$ cat src/rtl/midi_rx_fifo_core.sv
// MIDI input core: 16x-oversampled 8N1 receiver, running-status parser with channel
// filter, and a Note On/Off event FIFO behind the slot register bus.
module midi_rx_fifo_core #(
  parameter int CLK_HZ     = 100_000_000,
  parameter int BAUD       = 31250,
  parameter int FIFO_DEPTH = 16
) (
  input  logic        clk,
  input  logic        reset,
  input  logic        cs,
  input  logic        read,
  input  logic        write,
  input  logic [4:0]  addr,
  input  logic [31:0] wr_data,
  output logic [31:0] rd_data,
  input  logic        data_in
);
  localparam int DIV = CLK_HZ / (BAUD * 16);
  localparam int TW  = (DIV > 1) ? $clog2(DIV) : 1;
  localparam int AW  = (FIFO_DEPTH > 1) ? $clog2(FIFO_DEPTH) : 1;

  typedef enum logic [2:0] {RX_IDLE, RX_START, RX_DATA, RX_STOP, RX_BREAK} rx_t;
  typedef enum logic [1:0] {P_WAIT_STATUS, P_WAIT_D1, P_WAIT_D2} ps_t;

  // ---------------- synchroniser and oversample tick ----------------
  logic          r_sync1, r_sync2, r_prev;
  logic [TW-1:0] r_div;
  logic          w_tick, w_fall;

  assign w_tick = (r_div == TW'(DIV - 1));
  assign w_fall = r_prev & ~r_sync2;

  always_ff @(posedge clk or negedge reset) begin
    if (!reset) begin
      r_sync1 <= 1'b1;
      r_sync2 <= 1'b1;
      r_prev  <= 1'b1;
      r_div   <= '0;
    end else begin
      r_sync1 <= data_in;
      r_sync2 <= r_sync1;
      r_prev  <= r_sync2;
      r_div   <= w_tick ? '0 : r_div + TW'(1);
    end
  end

  // ---------------- receiver ----------------
  rx_t        r_rx, w_rx_nx;
  logic [3:0] r_tcnt, w_tcnt_nx;
  logic [2:0] r_bitn, w_bitn_nx;
  logic [7:0] r_shift, w_shift_nx;
  logic       w_byte_ok, w_frame_err;
  logic       r_byte_stb;
  logic [7:0] r_byte, r_raw;

  always_comb begin
    w_rx_nx     = r_rx;
    w_tcnt_nx   = r_tcnt;
    w_bitn_nx   = r_bitn;
    w_shift_nx  = r_shift;
    w_byte_ok   = 1'b0;
    w_frame_err = 1'b0;
    case (r_rx)
      RX_IDLE: if (w_fall) begin
        w_tcnt_nx = '0;
        w_rx_nx   = RX_START;
      end
      RX_START: if (w_tick) begin
        if (r_tcnt == 4'd7) begin
          w_tcnt_nx = '0;
          w_bitn_nx = '0;
          w_rx_nx   = r_sync2 ? RX_IDLE : RX_DATA;
        end else w_tcnt_nx = r_tcnt + 4'd1;
      end
      RX_DATA: if (w_tick) begin
        if (r_tcnt == 4'd15) begin
          w_tcnt_nx  = '0;
          w_shift_nx = {r_sync2, r_shift[7:1]};
          w_bitn_nx  = r_bitn + 3'd1;
          if (r_bitn == 3'd7) w_rx_nx = RX_STOP;
        end else w_tcnt_nx = r_tcnt + 4'd1;
      end
      RX_STOP: if (w_tick) begin
        if (r_tcnt == 4'd15) begin
          w_tcnt_nx = '0;
          if (r_sync2) begin
            w_byte_ok = 1'b1;
            w_rx_nx   = RX_IDLE;
          end else begin
            w_frame_err = 1'b1;
            w_rx_nx     = RX_BREAK;
          end
        end else w_tcnt_nx = r_tcnt + 4'd1;
      end
      RX_BREAK: if (r_sync2) w_rx_nx = RX_IDLE;
      default:  w_rx_nx = RX_IDLE;
    endcase
  end

  always_ff @(posedge clk or negedge reset) begin
    if (!reset) begin
      r_rx       <= RX_IDLE;
      r_tcnt     <= '0;
      r_bitn     <= '0;
      r_shift    <= '0;
      r_byte_stb <= 1'b0;
      r_byte     <= '0;
      r_raw      <= '0;
    end else begin
      r_rx       <= w_rx_nx;
      r_tcnt     <= w_tcnt_nx;
      r_bitn     <= w_bitn_nx;
      r_shift    <= w_shift_nx;
      r_byte_stb <= w_byte_ok;
      if (w_byte_ok) begin
        r_byte <= r_shift;
        r_raw  <= r_shift;
      end
    end
  end

  // ---------------- parser ----------------
  ps_t        r_ps, w_ps_nx;
  logic       r_rs_vld, w_rs_vld_nx;
  logic       r_rs_on, w_rs_on_nx;
  logic [3:0] r_chan, w_chan_nx;
  logic [6:0] r_note, w_note_nx;
  logic [6:0] r_vel, w_vel_nx;
  logic       w_emit, r_evt_pend;

  always_comb begin
    w_ps_nx     = r_ps;
    w_rs_vld_nx = r_rs_vld;
    w_rs_on_nx  = r_rs_on;
    w_chan_nx   = r_chan;
    w_note_nx   = r_note;
    w_vel_nx    = r_vel;
    w_emit      = 1'b0;
    if (r_byte_stb) begin
      if (r_byte >= 8'hF8) begin
        // realtime bytes are transparent to the message in progress
      end else if (r_byte[7:5] == 3'b100) begin
        w_rs_vld_nx = 1'b1;
        w_rs_on_nx  = r_byte[4];
        w_chan_nx   = r_byte[3:0];
        w_ps_nx     = P_WAIT_D1;
      end else if (r_byte[7]) begin
        w_rs_vld_nx = 1'b0;
        w_ps_nx     = P_WAIT_STATUS;
      end else begin
        case (r_ps)
          P_WAIT_STATUS: if (r_rs_vld) begin
            w_note_nx = r_byte[6:0];
            w_ps_nx   = P_WAIT_D2;
          end
          P_WAIT_D1: begin
            w_note_nx = r_byte[6:0];
            w_ps_nx   = P_WAIT_D2;
          end
          P_WAIT_D2: begin
            w_vel_nx = r_byte[6:0];
            w_emit   = 1'b1;
            w_ps_nx  = P_WAIT_D1;
          end
          default: w_ps_nx = P_WAIT_STATUS;
        endcase
      end
    end
  end

  always_ff @(posedge clk or negedge reset) begin
    if (!reset) begin
      r_ps       <= P_WAIT_STATUS;
      r_rs_vld   <= 1'b0;
      r_rs_on    <= 1'b0;
      r_chan     <= '0;
      r_note     <= '0;
      r_vel      <= '0;
      r_evt_pend <= 1'b0;
    end else begin
      r_ps       <= w_ps_nx;
      r_rs_vld   <= w_rs_vld_nx;
      r_rs_on    <= w_rs_on_nx;
      r_chan     <= w_chan_nx;
      r_note     <= w_note_nx;
      r_vel      <= w_vel_nx;
      r_evt_pend <= w_emit;
    end
  end

  // ---------------- control, flags, FIFO ----------------
  logic          r_en, r_ovf, r_ferr;
  logic [15:0]   r_mask;
  logic [AW-1:0] r_wp, r_rp;
  logic [AW:0]   r_cnt;
  logic [31:0]   r_mem [FIFO_DEPTH];
  logic [31:0]   w_evt;
  logic          w_wr, w_flush, w_pop, w_push, w_evt_ok, w_full, w_empty, w_ovf_set;
  logic [1:0]    w_rx_busy;
  logic          w_unused;

  assign w_evt     = {1'b1, 6'b0, r_rs_on & (r_vel != 7'd0), 4'b0, r_chan,
                      1'b0, r_note, 1'b0, r_vel};
  assign w_wr      = cs & write;
  assign w_empty   = (r_cnt == '0);
  assign w_full    = (r_cnt == (AW+1)'(FIFO_DEPTH));
  assign w_flush   = w_wr & (addr == 5'd3) & wr_data[2];
  assign w_pop     = cs & read & (addr == 5'd0) & ~w_empty & ~w_flush;
  assign w_evt_ok  = r_evt_pend & r_en & r_mask[r_chan];
  // a pop in the same cycle frees the slot, so a full FIFO still accepts the push
  assign w_push    = w_evt_ok & (~w_full | w_pop) & ~w_flush;
  assign w_ovf_set = w_evt_ok & w_full & ~w_pop & ~w_flush;
  assign w_unused  = &{1'b0, wr_data[15:3]};

  always_ff @(posedge clk or negedge reset) begin
    if (!reset) begin
      r_en   <= 1'b1;
      r_mask <= 16'hFFFF;
      r_ovf  <= 1'b0;
      r_ferr <= 1'b0;
      r_wp   <= '0;
      r_rp   <= '0;
      r_cnt  <= '0;
    end else begin
      if (w_wr && addr == 5'd2) begin
        r_en   <= wr_data[0];
        r_mask <= wr_data[31:16];
      end
      if (w_ovf_set) r_ovf <= 1'b1;
      else if (w_wr && addr == 5'd3 && wr_data[0]) r_ovf <= 1'b0;
      if (w_frame_err) r_ferr <= 1'b1;
      else if (w_wr && addr == 5'd3 && wr_data[1]) r_ferr <= 1'b0;
      if (w_flush) begin
        r_wp  <= '0;
        r_rp  <= '0;
        r_cnt <= '0;
      end else begin
        if (w_push) r_wp <= r_wp + AW'(1);
        if (w_pop)  r_rp <= r_rp + AW'(1);
        case ({w_push, w_pop})
          2'b10:   r_cnt <= r_cnt + (AW+1)'(1);
          2'b01:   r_cnt <= r_cnt - (AW+1)'(1);
          default: r_cnt <= r_cnt;
        endcase
      end
    end
  end

  always_ff @(posedge clk) begin
    if (w_push) r_mem[r_wp] <= w_evt;
  end

  always_comb begin
    case (r_rx)
      RX_IDLE:  w_rx_busy = 2'd0;
      RX_START: w_rx_busy = 2'd1;
      RX_DATA:  w_rx_busy = 2'd2;
      default:  w_rx_busy = 2'd3;
    endcase
  end

  always_comb begin
    rd_data = '0;
    case (addr)
      5'd0: rd_data = w_empty ? 32'h0 : r_mem[r_rp];
      5'd1: rd_data = {16'b0, w_rx_busy, r_ps != P_WAIT_STATUS, r_ferr, r_ovf,
                       w_full, w_empty, 9'(r_cnt)};
      5'd2: rd_data = {r_mask, 15'b0, r_en};
      5'd4: rd_data = {24'b0, r_raw};
      default: rd_data = '0;
    endcase
  end
endmodule
$ cat config.mk
export PLATFORM = sky130hd
export DESIGN_NAME = midi_rx_fifo_core
export DESIGN_NICKNAME = d
export VERILOG_FILES = /design/src/rtl/midi_rx_fifo_core.sv
export SDC_FILE = /design/constraint.sdc
export NUM_CORES = 1
export LEC_CHECK = 0
export BUFFER_PORTS_ARGS = -buffer_cell sky130_fd_sc_hd__buf_2
export CAP_MARGIN = 15
export CORE_MARGIN = 1.5
export CORE_UTILIZATION = 50
export DETAILED_ROUTE_END_ITERATION = 8
export PLACE_DENSITY_LB_ADDON = 0.08
export RECOVER_POWER = 100
export SYNTH_ARGS = -nofsm -noshare
export SYNTH_HDL_FRONTEND = slang
export SYNTH_SLANG_ARGS = --single-unit
$ cat constraint.sdc
create_clock -name clk -period 4.1 [get_ports clk]
set_input_delay 0.615 -clock clk [delete_from_list [all_inputs] [get_ports clk]]
set_output_delay 0.615 -clock clk [all_outputs]
set_load 0.01 [all_outputs]
==> impl_metrics.tcl, run 1 <==
set metrics [dict create \
    status "finished, violations left" \
    violations "capacitance limit, slew limit" \
    switchingPower_mw 1.81 \
    drcViolationCount 0 \
    cts_max_level 2 \
    die_area_um2 33800 \
    vias 8399 \
    path_delay_family "multiplexers" \
    drtIter0Drc 724 \
    seqPwrFrac_pct 52.5 \
    fp.coreArea_um2 32400 \
    clock_path_buffers 3 \
    drv_cap 2 \
    place_ws_ns 0.757 \
    grt_pass1_vias 8911 \
    ir_drop_mv 0.272 \
    clock_sinks 397 \
    ys_warn_count 0 \
    die_w_um 184 \
    ant_nets 0 \
    ys_types 66 \
    crit_top_cell "mux4_2" \
    synth_top_area_share_pct 55.9 \
    grt-ovfl-total 0 \
    synth_seq_area_share_pct 70.3 \
    period_minus_slack_ns 3.84 \
    ios 75 \
    cts_tree "done" \
    avgViaCountPerCell 5.76 \
    wl_per_cell_um 24.5 \
    fin_skew_ns 0.0283 \
    report.final.setup_viol 0 \
    slowest_stage "dfrtp_4" \
    finalCritPeriodShare_pct 93.7 \
    final_cell_area_um2 18600 \
    cp.arrival_ns 3.23 \
    synth.most_common_cell "edfxtp_1" \
    cts_resized 0 \
    end_kind "output pin" \
    power-per-cell-area_nw_per_um2 456 \
    synth_edf_count 304 \
    cp.required_ns 3.48 \
    internal-power_mw 6.68 \
    pwr-share-comb_pct 5.3 \
    instances_no_fill 1459 \
    cp.buffers_inverters 3 \
    grt_pass1_wl_um 54600 \
    synth-seq-cells 397 \
    relSlewSlack_pct -22.1 \
    path_class "reg2out" \
    drt_wl_total_um 35800 \
    placed_area_um2 17400 \
    synth_nets 937 \
    min_path_type "in2reg" \
    place.gp.congestion 0.834 \
    start_util_pct 50.5 \
    p_clk_share_pct 42.3 \
    hold_viol 0 \
    synth_area_um2 16300 \
    async_flop_share_pct 23.4 \
    fin_nets 1046 \
    io_buffer_count 61 \
    synth_area_leaders "edfxtp_1 56%, mux4_2 14%, dfrtp_1 11%" \
    firstDrtPassIters 4 \
    antenna_found_initial 0 \
    grt_start_max_net_pins 74 \
    max_stage_delay_ns 0.84 \
    track_usage_pct 22.1 \
    synthTopCellsByCount "304 x edfxtp_1, 99 x mux4_2, 73 x dfrtp_1" \
    swShare_pct 21.3 \
    postCtsHoldBufs 0 \
    layout_setup_ws_ns 0.259 \
    dp.cells 1387 \
    hpwl_um 21900 \
    tightest_slew_ns 1.83 \
    synth_top_cell_by_area "edfxtp_1" \
    rows 66 \
    cts_buffers 43 \
    rsz0062_at_grt "no" \
    cp-start-kind "register" \
    chipHeight_um 184 \
    power.static_leakage_nw 7.26 \
    syn_area_per_cell_um2 18.5 \
    clk_pin_slew_ns 0.06 \
    area_growth_pct 13.8 \
    slew_violations 84 \
    cts_setup_buffers 0 \
    drive_gt1_share_pct 31.1 \
    diodes 0 \
    fin_tns_setup_ns 0 \
    clock_latency_ns 0.54 \
    synth_ff_type "edfxtp_1" \
    path_cells "clkbuf_2 -> mux4_2 -> mux4_2 -> inv_1 -> o21ai_0 -> clkbuf_1" \
    synth_cells 881 \
    fmax_mhz 260 \
    cts-root-buf "clkbuf_16" \
    cp_max_fo 29 \
]
cell usage in the layout (no fill, tap or decap), types with 12 or more instances in the layout:
| master | count |
|---|---|
| edfxtp_1 | 304 |
| mux4_2 | 99 |
| dfrtp_1 | 71 |
| mux2_2 | 55 |
| clkbuf_16 | 44 |
| buf_2 | 40 |
| clkbuf_1 | 39 |
| nand2_1 | 33 |
| inv_1 | 32 |
| nor2_1 | 32 |
| o21ai_0 | 31 |
| and2_0 | 20 |
| dfstp_2 | 19 |
| clkbuf_2 | 15 |
| nand3_1 | 12 |
| ha_1 | 12 |
metal layers:
layer  share of wire (%)  global-route usage (%)  wire length (um)
met5                   0                       0                 0
met4                 1.6                    5.38               581
met3                 4.1                    2.87              1450
met2                  51                    37.5             18200
met1                  43                    30.8             15500
worst register-to-register path, cell delays in order (launching register included):
cell and delay [ns]:
dfrtp_1 0.46, clkbuf_1 0.59, and4b_1 0.34, a22o_1 0.21
o22ai_1 0.27, nor4b_1 0.61, and2_0 0.21, clkbuf_2 0.60
power by group through the flow:
stage                     clock [mW]  combinational [mW]  sequential (mW)
after floorplan                    0               0.378             4.46
after detailed placement           0               0.467             4.54
after global routing            3.82               0.494             4.47
final                           3.59               0.449             4.45
after CTS                       3.66               0.468             4.46
after global placement             0               0.455             4.53
path summary, 6_finish.rpt:
check | start | to | slack, ns | cells after the start
worst max register to register | r_chan[0]$_DFFE_PN0P_ | r_mem[9][1]$_DFFE_PP_ | 0.42 | 7
worst min register to register | r_sync1$_DFF_PN1_ | r_sync2$_DFF_PN1_ | 0.36 | 0
worst min-delay path | data_in | r_sync1$_DFF_PN1_ | 0.18 | 1
min in group asynchronous | reset | r_cnt[1]$_DFFE_PN0P_ | 0.58 | 1
worst max-delay path | r_rp[0]$_DFFE_PN0P_ | rd_data[3] | 0.26 | 6
max in group asynchronous | reset | r_div[4]$_DFF_PN0_ | 1.68 | 2
area by class of cell:
type	count	area, um2
Clock buffer	56	1150
Sequential cell	397	11500
Multi-Input combinational cell	419	4560
Fill cell	2486	13800
Clock inverter	16	156
Timing Repair Buffer	97	577
Inverter	32	120
Tap cell	442	553
stage by stage:
stage | util [%] | power, mW | hold WS (ns)
floorplan | - | 4.83 | 0.319
global route | 57.4 | 8.78 | 0.167
finish | 57.4 | 8.49 | 0.180
CTS | 57.9 | 8.58 | 0.164
detailed placement | 53.9 | 5.00 | 0.347
global placement | 53.9 | 4.99 | 0.346
state kept, by name, summed over array words and instances, names as in the netlist, 2 cells and up:
name,cells
r_chan,4
r_vel,7
r_note,7
r_mem,304
r_cnt,5
r_tcnt,4
r_mask,16
r_shift,8
r_rp,4
r_wp,4
r_rx,3
r_div,8
r_ps,2
r_bitn,3
r_raw,8
cell families after synthesis:
kind of cell | after synthesis | share of synthesized area (%)
flops | 397 | 70.3
simple gates | 160 | 5.55
mux | 158 | 17.7
compound gates | 74 | 3.05
buf+inv | 65 | 1.64
xor+xnor | 14 | 0.751
fa+ha+maj | 13 | 1.04
Power figures use the tool's default switching activity.
==> run 2, diff against run 1 <==
--- a/config.mk
+++ b/config.mk
@@ -10,6 +10,7 @@
 export CORE_MARGIN = 1.5
 export CORE_UTILIZATION = 50
 export DETAILED_ROUTE_END_ITERATION = 8
+export MAX_ROUTING_LAYER = met4
 export PLACE_DENSITY_LB_ADDON = 0.08
 export RECOVER_POWER = 100
 export SYNTH_ARGS = -nofsm -noshare
==> run 2 against run 1 <==
The flow still finishes with violations (capacitance limit, slew limit); clock power hardly changed; critical path depth stayed put; global-route usage rose by 0.70 points; combinational power hardly changed; highest routed layer unchanged.
==> impl_metrics.tcl, run 2 (synthesized netlist as in run 1, its figures left out) <==
set metrics [dict create \
    start_util_pct 50.5 \
    top_register "r_mem" \
    ios 75 \
    fin_tns_setup_ns 0 \
    fillers 2486 \
    diodes 0 \
    fin_nets 1046 \
    die_w_um 184 \
    grt_pass1_wl_um 54600 \
    largest_reg_flops 304 \
    ir_drop_mv 0.273 \
    place.gp.congestion 0.846 \
    ant_nets 0 \
    path_class "reg2out" \
    drcViolationCount 0 \
    cts_max_level 2 \
    grt_pass1_vias 8891 \
    violations "capacitance limit, slew limit" \
    dp.cells 1387 \
    pwr-share-comb_pct 5.3 \
    top_regs "r_mem: 304 flops, r_mask: 16 flops" \
    drtIter0Drc 740 \
    clk_pin_slew_ns 0.06 \
    chipHeight_um 184 \
    switchingPower_mw 1.81 \
    status "finished, violations left" \
    postCtsHoldBufs 0 \
    area_growth_pct 13.8 \
    seqCellArea_um2 11500 \
    p_clk_share_pct 42.3 \
    final_common_cell "edfxtp_1" \
    drive_gt1_share_pct 31.1 \
    cp.buffers_inverters 3 \
    vias 8395 \
    slowest_stage "dfrtp_4" \
    clock_sinks 397 \
    io_buffer_count 61 \
    power-per-cell-area_nw_per_um2 456 \
    cp.required_ns 3.48 \
    crit_top_cell "mux4_2" \
    final_cell_mix "304 x edfxtp_1, 99 x mux4_2, 71 x dfrtp_1, 55 x mux2_2, 44 x clkbuf_16" \
    cts_setup_buffers 0 \
    rows 66 \
    clock_latency_ns 0.54 \
    cp-start-kind "register" \
    report.final.setup_viol 0 \
    clock_path_buffers 3 \
    layout_setup_ws_ns 0.265 \
    grt_start_max_net_pins 74 \
    tightest_slew_ns 1.85 \
    finalCritPeriodShare_pct 93.5 \
    relSlewSlack_pct -23.0 \
    avgViaCountPerCell 5.75 \
    hpwl_um 21900 \
    fin_skew_ns 0.0292 \
    placed_area_um2 17400 \
    rsz0062_at_grt "no" \
    timing.hold.ws_ns 0.179 \
    internal-power_mw 6.68 \
    wl_per_cell_um 24.5 \
    max_stage_delay_ns 0.83 \
    min_path_type "in2reg" \
    cp.arrival_ns 3.22 \
    grt-ovfl-total 0 \
    die_area_um2 33800 \
    period_minus_slack_ns 3.83 \
    power.static_leakage_nw 7.26 \
    hold_viol 0 \
    instances_no_fill 1459 \
    path_delay_family "multiplexers" \
    cts_tree "done" \
    end_kind "output pin" \
    slew_violations 84 \
    drt_wl_total_um 35700 \
    antenna_found_initial 0 \
    seqPwrFrac_pct 52.4 \
    path_cells "clkbuf_2 -> mux4_2 -> mux4_2 -> inv_1 -> o21ai_0 -> clkbuf_1" \
    final_cell_area_um2 18600 \
    cts_buffers 43 \
    cp_max_fo 29 \
    cts-root-buf "clkbuf_16" \
    drv_cap 2 \
    multi_input_area_um2 4560 \
    swShare_pct 21.3 \
    cts_resized 0 \
    track_usage_pct 22.8 \
    fmax_mhz 261 \
    fp.coreArea_um2 32400 \
    place_ws_ns 0.757 \
    firstDrtPassIters 5 \
]
[run 2: cell counts in the layout (fill, tap and decap cells not counted)]
No cell type changed its count.
[run 2: area by class of cell]
cell class                 instances  area share (%)
multi-input combinational        419            24.5
sequential                       397            61.8
timing repair buffer              97            3.10
tap                              442            2.97
clock buffer                      56            6.16
inverter                          32           0.646
clock inverter                    16           0.841
[run 2: routing by layer]
layer  up-vias  GRT usage, %  routed length [um]
li1       3734             -                   -
met1      4437          30.8               15600
met2       183          37.4               18200
met3        41          2.87                1390
met4         0          5.38                 569
met5         -             -                   0
[run 2: through the flow]
step | power, mW | util [%]
final | 8.49 | 57.4
after global routing | 8.78 | 57.4
after CTS | 8.58 | 57.9
after detailed placement | 5.00 | 53.9
after global placement | 4.99 | 53.9
after floorplan | 4.83 | -
[run 2: power by group through the flow]
stage	registers, mW	clock network, mW	logic (mW)
after floorplan	4.46	0	0.378
after detailed placement	4.54	0	0.467
after CTS	4.46	3.66	0.468
after global placement	4.53	0	0.455
final	4.45	3.59	0.449
after global routing	4.47	3.82	0.494
[run 2: final timing paths]
kind,from,end,slack (ns),depth (start not counted)
hold reg to reg,r_sync1$_DFF_PN1_,r_sync2$_DFF_PN1_,0.36,0
min in group asynchronous,reset,r_cnt[1]$_DFFE_PN0P_,0.59,1
setup / recovery,r_rp[0]$_DFFE_PN0P_,rd_data[3],0.27,6
max in group asynchronous,reset,r_div[4]$_DFF_PN0_,1.69,2
hold / removal,data_in,r_sync1$_DFF_PN1_,0.18,1
setup reg to reg,r_chan[0]$_DFFE_PN0P_,r_mem[9][1]$_DFFE_PP_,0.42,7
